<file path="src/rtl/alu_mul_sequencer_if.sv">
// alu_mul_sequencer_if: launch/result handshake plus shared-ALU request bus for the multiplier
interface alu_mul_sequencer_if #(parameter int WIDTH = 16);
    logic               start;
    logic [WIDTH-1:0]   mcand;
    logic [WIDTH-1:0]   mplier;
    logic               busy;
    logic               done;
    logic [2*WIDTH-1:0] product;
    logic               alu_req;
    logic               alu_gnt;
    logic [WIDTH-1:0]   alu_a;
    logic [WIDTH-1:0]   alu_b;
    logic [3:0]         alu_op;
    logic [WIDTH-1:0]   alu_out;
    logic               alu_cout;

    modport master (
        input  start, mcand, mplier, alu_gnt, alu_out, alu_cout,
        output busy, done, product, alu_req, alu_a, alu_b, alu_op
    );

    modport slave (
        output start, mcand, mplier, alu_gnt, alu_out, alu_cout,
        input  busy, done, product, alu_req, alu_a, alu_b, alu_op
    );
endinterface

</file>
<file path="src/rtl/alu_mul_sequencer.sv">
// alu_mul_sequencer: 16x16->32 shift-add multiplier that borrows the shared ALU adder
module alu_mul_sequencer #(
    parameter int         WIDTH  = 16,
    parameter logic [3:0] ADD_OP = 4'b0000
) (
    input  logic                 clk,
    input  logic                 rst_n,
    alu_mul_sequencer_if.master  bus
);
    typedef enum logic [1:0] {IDLE, RUN, DONE} state_t;

    state_t           state, state_next;
    logic [WIDTH-1:0] hi, lo, mc;
    logic [4:0]       cnt;
    logic             adv;

    assign bus.product = {hi, lo};
    assign bus.alu_a   = hi;
    assign bus.alu_b   = mc;
    assign bus.alu_op  = ADD_OP;

    // State register; reset abandons any operation in flight
    always_ff @(posedge clk or negedge rst_n) begin
        if (!rst_n) state <= IDLE;
        else        state <= state_next;
    end

    // Next state and handshake outputs; an iteration advances unless it needs the ALU and is denied
    always_comb begin
        state_next  = state;
        bus.busy    = state != IDLE;
        bus.done    = state == DONE;
        bus.alu_req = state == RUN && lo[0];
        adv         = state == RUN && (!lo[0] || bus.alu_gnt);
        case (state)
            IDLE:    state_next = bus.start ? RUN : IDLE;
            RUN:     state_next = (adv && cnt == 5'd15) ? DONE : RUN;
            default: state_next = IDLE;
        endcase
    end

    // Datapath: latch operands on accept, then shift (with ALU sum when the multiplier bit is set)
    always_ff @(posedge clk or negedge rst_n) begin
        if (!rst_n) begin
            hi  <= '0;
            lo  <= '0;
            mc  <= '0;
            cnt <= '0;
        end else if (state == IDLE && bus.start) begin
            hi  <= '0;
            lo  <= bus.mplier;
            mc  <= bus.mcand;
            cnt <= '0;
        end else if (adv) begin
            {hi, lo} <= {(lo[0] ? {bus.alu_cout, bus.alu_out} : {1'b0, hi}), lo[WIDTH-1:1]};
            cnt      <= cnt + 5'd1;
        end
    end
endmodule

</file>
<file path="src/flat_wrapper.sv">
// flat-port wrapper written by rule: the top's interface ports become plain ports
module alu_mul_sequencer_flat 
#(
    parameter int         WIDTH  = 16,
    parameter logic [3:0] ADD_OP = 4'b0000
)
  (clk, rst_n, bus_start, bus_mcand, bus_mplier, bus_alu_gnt, bus_alu_out, bus_alu_cout, bus_busy, bus_done, bus_product, bus_alu_req, bus_alu_a, bus_alu_b, bus_alu_op);
  alu_mul_sequencer_if #(.WIDTH(WIDTH)) bus_i ();
  input  logic clk;
  input  logic rst_n;
  input wire logic [$bits(bus_i.start)-1:0] bus_start;
  input wire logic [$bits(bus_i.mcand)-1:0] bus_mcand;
  input wire logic [$bits(bus_i.mplier)-1:0] bus_mplier;
  input wire logic [$bits(bus_i.alu_gnt)-1:0] bus_alu_gnt;
  input wire logic [$bits(bus_i.alu_out)-1:0] bus_alu_out;
  input wire logic [$bits(bus_i.alu_cout)-1:0] bus_alu_cout;
  output wire logic [$bits(bus_i.busy)-1:0] bus_busy;
  output wire logic [$bits(bus_i.done)-1:0] bus_done;
  output wire logic [$bits(bus_i.product)-1:0] bus_product;
  output wire logic [$bits(bus_i.alu_req)-1:0] bus_alu_req;
  output wire logic [$bits(bus_i.alu_a)-1:0] bus_alu_a;
  output wire logic [$bits(bus_i.alu_b)-1:0] bus_alu_b;
  output wire logic [$bits(bus_i.alu_op)-1:0] bus_alu_op;
  assign bus_i.start = bus_start;
  assign bus_i.mcand = bus_mcand;
  assign bus_i.mplier = bus_mplier;
  assign bus_i.alu_gnt = bus_alu_gnt;
  assign bus_i.alu_out = bus_alu_out;
  assign bus_i.alu_cout = bus_alu_cout;
  assign bus_busy = bus_i.busy;
  assign bus_done = bus_i.done;
  assign bus_product = bus_i.product;
  assign bus_alu_req = bus_i.alu_req;
  assign bus_alu_a = bus_i.alu_a;
  assign bus_alu_b = bus_i.alu_b;
  assign bus_alu_op = bus_i.alu_op;
  alu_mul_sequencer #(.WIDTH(WIDTH), .ADD_OP(ADD_OP)) u_core (.clk(clk), .rst_n(rst_n), .bus(bus_i));
endmodule
</file>
<file path="config.mk">
export PLATFORM = sky130hd
export DESIGN_NAME = alu_mul_sequencer_flat
export DESIGN_NICKNAME = d
export VERILOG_FILES = /design/src/rtl/alu_mul_sequencer_if.sv /design/src/rtl/alu_mul_sequencer.sv /design/src/flat_wrapper.sv
export SDC_FILE = /design/constraint.sdc
export NUM_CORES = 1
export LEC_CHECK = 0
export ABC_AREA = 1
export CAP_MARGIN = 30
export CORE_AREA = 5 5 84 86
export CTS_CLUSTER_SIZE = 10
export DETAILED_ROUTE_END_ITERATION = 8
export DIE_AREA = 0 0 89 91
export PLACE_DENSITY = 0.85
export RECOVER_POWER = 100
export REMOVE_ABC_BUFFERS = 1
export SLEW_MARGIN = 10
export SYNTH_ARGS = -nofsm -noshare
export SYNTH_HDL_FRONTEND = slang
export SYNTH_SLANG_ARGS = --single-unit
</file>
<file path="constraint.sdc">
create_clock -name clk -period 2 [get_ports clk]
set_input_delay 0.6 -clock clk [delete_from_list [all_inputs] [get_ports clk]]
set_output_delay 0.6 -clock clk [all_outputs]
set_load 0.01 [all_outputs]
</file>
# Word-level counts from Yosys, hierarchy flattened
# Index checks and enable logic that the tools add are counted.
# totals
inputBits	53
wordCells	28
output_inout_bits	71
regBits	55
# classes
n_mux	10
eq_ne	3
n_addsub	1
n_reduce_logical	9
# ops
op	count
two-way mux 16 bit	4
two-way mux 17 bit	1
two-way mux 5 bit	2
adder 5 x 1 -> 5 bit, second input constant	1
equality test 5 x 4 -> 1 bit, second input constant	1
logical AND 1 bit	4
one-hot mux 2 bit (2 select lines)	1
nonzero test 2 bit	2
equality test 2 x 1 -> 1 bit, second input constant	1
equality test 2 bit, second input constant	1
logical NOT 2 bit	1
two-way mux 2 bit	1
logical NOT 1 bit	1
logical OR 1 bit	1
two-way mux 1 bit	1

# Logic depth before layout (Yosys ltp)
# Gate-level depths: netlist of run 1.
# logic_depth
depth_word	6
ltp_mapped	9
ltp_nobuf	7

# Least setup slack after synthesis of run 1
# Ideal clock, no wire load.
# synth_timing
kind	reg2out
from	reg u_core.lo[0]
to	out bus_alu_req
path_buffers	1
arrival_ps	750
stages_incl_launch_ff	4
required_time_ps	1400
path_slack_ps	650
cell_sequence	dfrtp_1 > buf_4 > inv_1 > nor2_1
# synth_via
elab_chain_cells	1
# synth_rtl
element	line_no	source
from (decl)	alu_mul_sequencer.sv:13	logic [WIDTH-1:0] hi, lo, mc;
from (signal assigned)	alu_mul_sequencer.sv:51	lo <= bus.mplier;
from (signal assigned)	alu_mul_sequencer.sv:55	{hi, lo} <= {(lo[0] ? {bus.alu_cout, bus.alu_out} : {1'b0, hi}), lo[WIDTH-1:1]};
logical AND 1 bit	alu_mul_sequencer.sv:33	bus.alu_req = state == RUN && lo[0];
to (decl)	flat_wrapper.sv:20	output wire logic [$bits(bus_i.alu_req)-1:0] bus_alu_req;
# No other way between the ends.

# Worst setup path after layout of run 1
# layout_timing
from	reg u_core.lo[0]
to	out bus_product[0]
# layout_lines
element	line_no	source
to (decl)	flat_wrapper.sv:19	output wire logic [$bits(bus_i.product)-1:0] bus_product;
# No word-level cell between the ends.

==> summary.md, run 1 <==
| Metric | Value |
|---|---|
| CTS Sinks | `55` |
| Status | `complete, no violations` |
| Routed len/inst | `12.8 um` |
| ANT cells | `0` |
| Kind of critical path | `reg -> out` |
| Die Area | `0.00810 sq mm` |
| Tightest Pin Transition | `911 ps` |
| Layout cell share with drive strength beyond 1 | `0.0454` |
| Final instance area | `0.00398 sq mm` |
| Most common cell after layout, fill and taps aside | `nand2_1` |
| Final min period | `1940 ps` |
| Final Hold Vio Count | `0` |
| Sequential area share after synthesis | `0.503` |
| Cell area after synthesis | `0.00273 sq mm` |
| Largest net degree at the start of global routing | `36` |
| Distinct cells, synth | `21` |
| I/O pin cnt | `124` |
| Family with the most delay on the worst path | `buffers and inverters` |
| Bufs on Longest Clock Path | `2` |
| Number of vias per cell | `4.62` |
| Reg2reg start | `u_core.lo[0]` |
| Setup TNS | `0 ps` |
| Initial antenna violation count | `0` |
| Die X | `89 um` |
| Final worst path period share | `0.971` |
| LEAKAGE | `2.07 nW` |
| Syn. warnings | `0` |
| # setup viols final | `0` |
| Most frequent cells in the layout | `nand2_1, dlygate4sd3_1, clkdlybuf4s50_1, dfrtp_1, inv_1` |
| Gr usage total | `0.176` |
| CTS buffer count | `5` |
| Avg Synthesized Cell Area | `7.64 sq um` |
| DRT Pass-1 Iters | `4` |
| CP max-delay cell | `dlygate4sd3_1` |
| Number of port buffers | `119` |
| Gpl congestion | `0.836` |
| Chip height | `91 um` |
| Unrepaired setup endpoints after global routing | `false` |
| CP endpoint kind | `output pin` |
| Worst-path fanout max | `3` |
| Post-detail-place hpwl | `5300 um` |
| Yosys top cell by area | `dfrtp_1` |
| Max Clock Freq | `0.515 GHz` |
| Post-Syn Instances | `358` |
| Final Max Tran Viols | `0` |
| DR vias | `2,495` |
| Rel. slew slack | `0.392` |
| Initial Utilization | `0.441` |
| 1st-iter DRT viols | `99` |
| Critical path required time | `1400 ps` |
| Nets@finish | `517` |
| Detail Route Antenna Nets | `0` |
| Startpoint Class | `flip-flop` |
| Pwr Density | `1500 mW/mm^2` |
| Clk root buf | `clkbuf_8` |
| Synth top area share | `0.503` |
| Clk_lat worst skew | `310 ps` |
| CORE AREA | `0.00620 sq mm` |
| Peak VDD IR | `0.000749 V` |
| # hold bufs at CTS | `0` |
| DRC viols | `0` |
| Bufs and invs on worst path | `1` |
| Area growth from synthesis to layout | `45.6%` |
| CP peak stage delay | `620 ps` |
| CP Launch Point | `u_core.lo[0]` |
| Global-route wire length before repair | `11,500 um` |
| Synth area leaders | `dfrtp_1, nand2_1, buf_4` |
| Final Skew | `8.17 ps` |
| Vias in the first global route | `2,562` |
| CP Cell Sequence | `dlygate4sd3_1` |
| Placed cell area | `0.00387 sq mm` |
| H-Tree Depth | `2` |
| CTS clk-pin slew, worst paths | `100 ps` |
| Arr. time, crit path | `1340 ps` |
| Hold_ws | `386 ps` |
| #FFs+latches synth | `55` |
| GRT overflow | `0` |
| Core Rows | `29` |
| Path type of the worst min-delay path | `in -> async` |
| CTS tree | `done` |
| Max Cap Violations | `0` |
| WL final | `6900 um` |
Yosys cell counts:
master,n
nand2_1,169
dfrtp_1,55
inv_1,36
o21ai_0,33
buf_4,25
nor2_1,10
nand3_1,7
buf_2,4
clkbuf_1,3
buf_6,2
ha_1,2
inv_4,2
nand4_1,2
a21oi_1,1
conb_1,1
nand2_2,1
nand2_4,1
nor2_2,1
nor2_4,1
o22ai_1,1
xor2_1,1
where the power goes:
part | internal (W) | leakage, nW | total (W) | switching [W]
Clock | 0.000500 | 0.0654 | 0.000854 | 0.000354
Sequential | 0.00163 | 0.692 | 0.00197 | 0.000344
Combinational | 0.00147 | 1.32 | 0.00316 | 0.00169
Total | 0.00359 | 2.07 | 0.00598 | 0.00239
path summary, 6_finish.rpt:
kind,slack (ps),cells after the start,endpoint
setup / recovery,60,1,bus_product[0]
hold / removal,390,1,u_core.bus.alu_b[9]
setup reg to reg,270,6,u_core.bus.alu_a[12]
hold reg to reg,490,2,u_core.bus.alu_b[7]
max in group asynchronous,520,2,u_core.lo[1]
min in group clk,490,2,u_core.bus.alu_b[7]
final cells by class:
cell class / instances / area, sq um
Clock inverter: 2 / 60.1
Clock buffer: 6 / 72.6
Inverter: 38 / 145
Tap cell: 77 / 96.3
Sequential cell: 55 / 1380
Fill cell: 533 / 2220
Multi-Input combinational cell: 234 / 972
Timing Repair Buffer: 128 / 1260
logic make-up (layout without fill, tap and decap cells):
logic type	after synthesis	count (layout)	synth area share
other	1	4	0.00137
AOI/OAI and AO/OA	35	35	0.0645
adders and majority gates	2	2	0.00915
buffers and inverters	72	174	0.142
and+or+nand+nor	192	192	0.276
xor gates and xnor gates	1	1	0.00320
DFF	55	55	0.503
metal layers:
layer | wire length [um] | GRT usage | vias up
met3 | 871 | 0.0778 | 4
met4 | 49 | 0.0360 | 0
li1 | - | - | 1261
met5 | 0 | 0 | -
met1 | 2740 | 0.203 | 1132
met2 | 3230 | 0.300 | 98
registers in the layout (all words and copies together) (netlist names):
signal,count
u_core.cnt,5
u_core.state,2
u_core.lo,16
u_core.bus.alu_b,16
u_core.bus.alu_a,16
what timing repair did:
action,4_1_cts,5_1_grt
gates resized for setup,2,1
gates cloned,0,0
endpoints found under the hold margin,0,0
endpoints found under the setup margin,3,1
pin swaps,1,0
buffers inserted,1,0
per-stage QoR:
step,power (W),util,setup WS (ps),cells
2_1_floorplan,0.00354,-,233,327
3_3_place_gp,0.00532,0.624,144,531
3_5_place_dp,0.00543,0.624,95.3,531
4_1_cts,0.00631,0.646,4.14,540
5_1_grt,0.00652,0.641,23.0,540
6_report,0.00598,0.641,57.9,540
worst reg2reg max path, stage by stage, from the launching register on:
cell	delay, ps
dfrtp_1	400
clkbuf_2	500
nand2_1	110
nand2_1	170
nand2_2	140
buf_12	180
o21ai_0	160
Note: power is estimated with default switching activity, not from simulation.
==> run 2: changes to the inputs <==
- SLEW_MARGIN: 10 -> 20
==> results of run 2 <==
Same layout as run 1: the final DEF is identical, and so are final timing and power.
==> run 3: changes to the inputs <==
- CORE_AREA: 5 5 84 86 -> 2 2 81 83
- DIE_AREA: 0 0 89 91 -> 0 0 83 85
==> run 3 against run 2 <==
  * Non-clock buffer count rose by 1
  * Largest power group unchanged
  * Wire length fell by 7.7%
  * Sequential cell count did not move
  * Die area fell by 13%
  * Count of clock-buffer cells in the layout did not move
  * Utilization rose by 0.081 points
  * Largest cell class unchanged
  * Clock power fell by 11%
  * Clock skew rose by 2.1 ps
  * Combinational power barely moved
  * Critical path depth did not move
==> summary.md, run 3 (same netlist as run 1, synthesis figures left out) <==
| Metric | Value |
|---|---|
| Status | `complete, no violations` |
| CORE AREA | `0.00620 sq mm` |
| Path type of the worst min-delay path | `reg -> reg` |
| Multi-input gate area | `972 sq um` |
| H-Tree Depth | `2` |
| Hold path start | `u_core.bus.alu_b[11]` |
| Unrepaired setup endpoints after global routing | `false` |
| Hold Path Sink | `u_core.bus.alu_b[11]` |
| Startpoint Class | `flip-flop` |
| CTS tree | `done` |
| DRT Pass-1 Iters | `4` |
| Post-detail-place hpwl | `4770 um` |
| # setup viols final | `0` |
| Rel. slew slack | `0.162` |
| # hold bufs at CTS | `0` |
| Initial antenna violation count | `0` |
| Clk_lat worst skew | `310 ps` |
| Chip height | `85 um` |
| Global-route wire length before repair | `11,200 um` |
| Gr usage total | `0.193` |
| Reg2Reg Depth | `7` |
| CP max-delay cell | `dlygate4sd3_1` |
| Peak VDD IR | `0.000839 V` |
| Worst hold stages | `2` |
| Largest net degree at the start of global routing | `35` |
| CTS clk-pin slew, worst paths | `100 ps` |
| Critical path required time | `1400 ps` |
| Arr. time, crit path | `1340 ps` |
| DRC viols | `0` |
| 1st-iter DRT viols | `61` |
| Initial Utilization | `0.441` |
| ANT cells | `0` |
| Tightest Pin Transition | `1260 ps` |
| Setup TNS | `0 ps` |
| Max Clock Freq | `0.516 GHz` |
| Vias in the first global route | `2,558` |
| Layout cell share with drive strength beyond 1 | `0.0453` |
| GRT overflow | `0` |
| Detail Route Antenna Nets | `0` |
| CP endpoint kind | `output pin` |
| WL final | `6370 um` |
| Worst r2r dst | `u_core.bus.alu_a[7]` |
| Clk root buf | `clkbuf_8` |
| Critical path depth | `1` |
| Final Max Tran Viols | `0` |
| Kind of critical path | `reg -> out` |
| Pwr Density | `1480 mW/mm^2` |
| Die X | `83 um` |
| Final min period | `1940 ps` |
| Sequential cell area | `0.00138 sq mm` |
| Most common cell after layout, fill and taps aside | `nand2_1` |
| CTS Sinks | `55` |
| I/O pin cnt | `124` |
| Final Hold Vio Count | `0` |
| Setup slack, reg-to-reg | `270 ps` |
| Gpl congestion | `0.759` |
| Core Rows | `29` |
| Number of vias per cell | `4.59` |
| Bufs and invs on worst path | `1` |
| CTS buffer count | `5` |
| Filler instances | `522` |
| Bufs on Longest Clock Path | `2` |
| Final Skew | `10.3 ps` |
| Final worst path period share | `0.969` |
| Routed len/inst | `11.8 um` |
| Reg2reg start | `u_core.lo[0]` |
| Hold_ws | `486 ps` |
| Number of port buffers | `119` |
| Die Area | `0.00706 sq mm` |
| Family with the most delay on the worst path | `buffers and inverters` |
| CP Cell Sequence | `dlygate4sd3_1` |
| Max Cap Violations | `0` |
| Area growth from synthesis to layout | `45.8%` |
| DR vias | `2,485` |
| CP peak stage delay | `610 ps` |
| Most frequent cells in the layout | `nand2_1, clkdlybuf4s50_1, dfrtp_1` |
| Worst-path fanout max | `3` |
| Nets@finish | `518` |
| LEAKAGE | `2.06 nW` |
## run 3: what timing repair did
| action | CTS | global route |
|---|---|---|
| gates resized for setup | 2 | 2 |
| buffers inserted | 1 | 1 |
| pin swaps | 1 | 0 |
| endpoints found under the setup margin | 3 | 2 |
## run 3: through the flow
stage                     instances  cell area (sq um)  setup slack [ps]  utilization  power [W]
after CTS                       540               3990              12.3        0.644    0.00620
after global placement          531               3870               161        0.624    0.00528
after detailed placement        531               3870               101        0.624    0.00541
after floorplan                 327               2500               233            -    0.00354
final                           541               3990              62.7        0.642    0.00589
after global routing            541               3990              24.2        0.642    0.00646
## run 3: area by class of cell
| cell class | count | share of cell area |
|---|---|---|
| Clock buffer | 6 | 0.0207 |
| Tap cell | 77 | 0.0242 |
| Multi-Input combinational cell | 234 | 0.244 |
| Inverter | 38 | 0.0364 |
| Clock inverter | 2 | 0.00879 |
| Sequential cell | 55 | 0.345 |
| Timing Repair Buffer | 129 | 0.321 |
## run 3: worst max path at each step
stage / from / endpoint / slack, ps
finish: u_core.lo[12] / bus_product[12] / 60
CTS: u_core.state[1] / bus_busy / 10
global placement: bus_alu_gnt / u_core.lo[0] / 160
floorplan: u_core.lo[0] / u_core.lo[0] / 230
global route: u_core.bus.alu_a[2] / bus_product[18] / 20
detailed placement: bus_start / u_core.lo[11] / 100
## run 3: metal layers
metal  global-route usage  wire [um]
met1                0.229       2730
met2                0.338       3060
met3               0.0691        535
met4               0.0447         45
met5                    0          0
## run 3: power by group
group          leakage [nW]  internal, W  total, W  switching [W]
sequential            0.692      0.00163   0.00197       0.000343
combinational          1.31      0.00149   0.00316        0.00168
clock                0.0612     0.000405  0.000759       0.000354
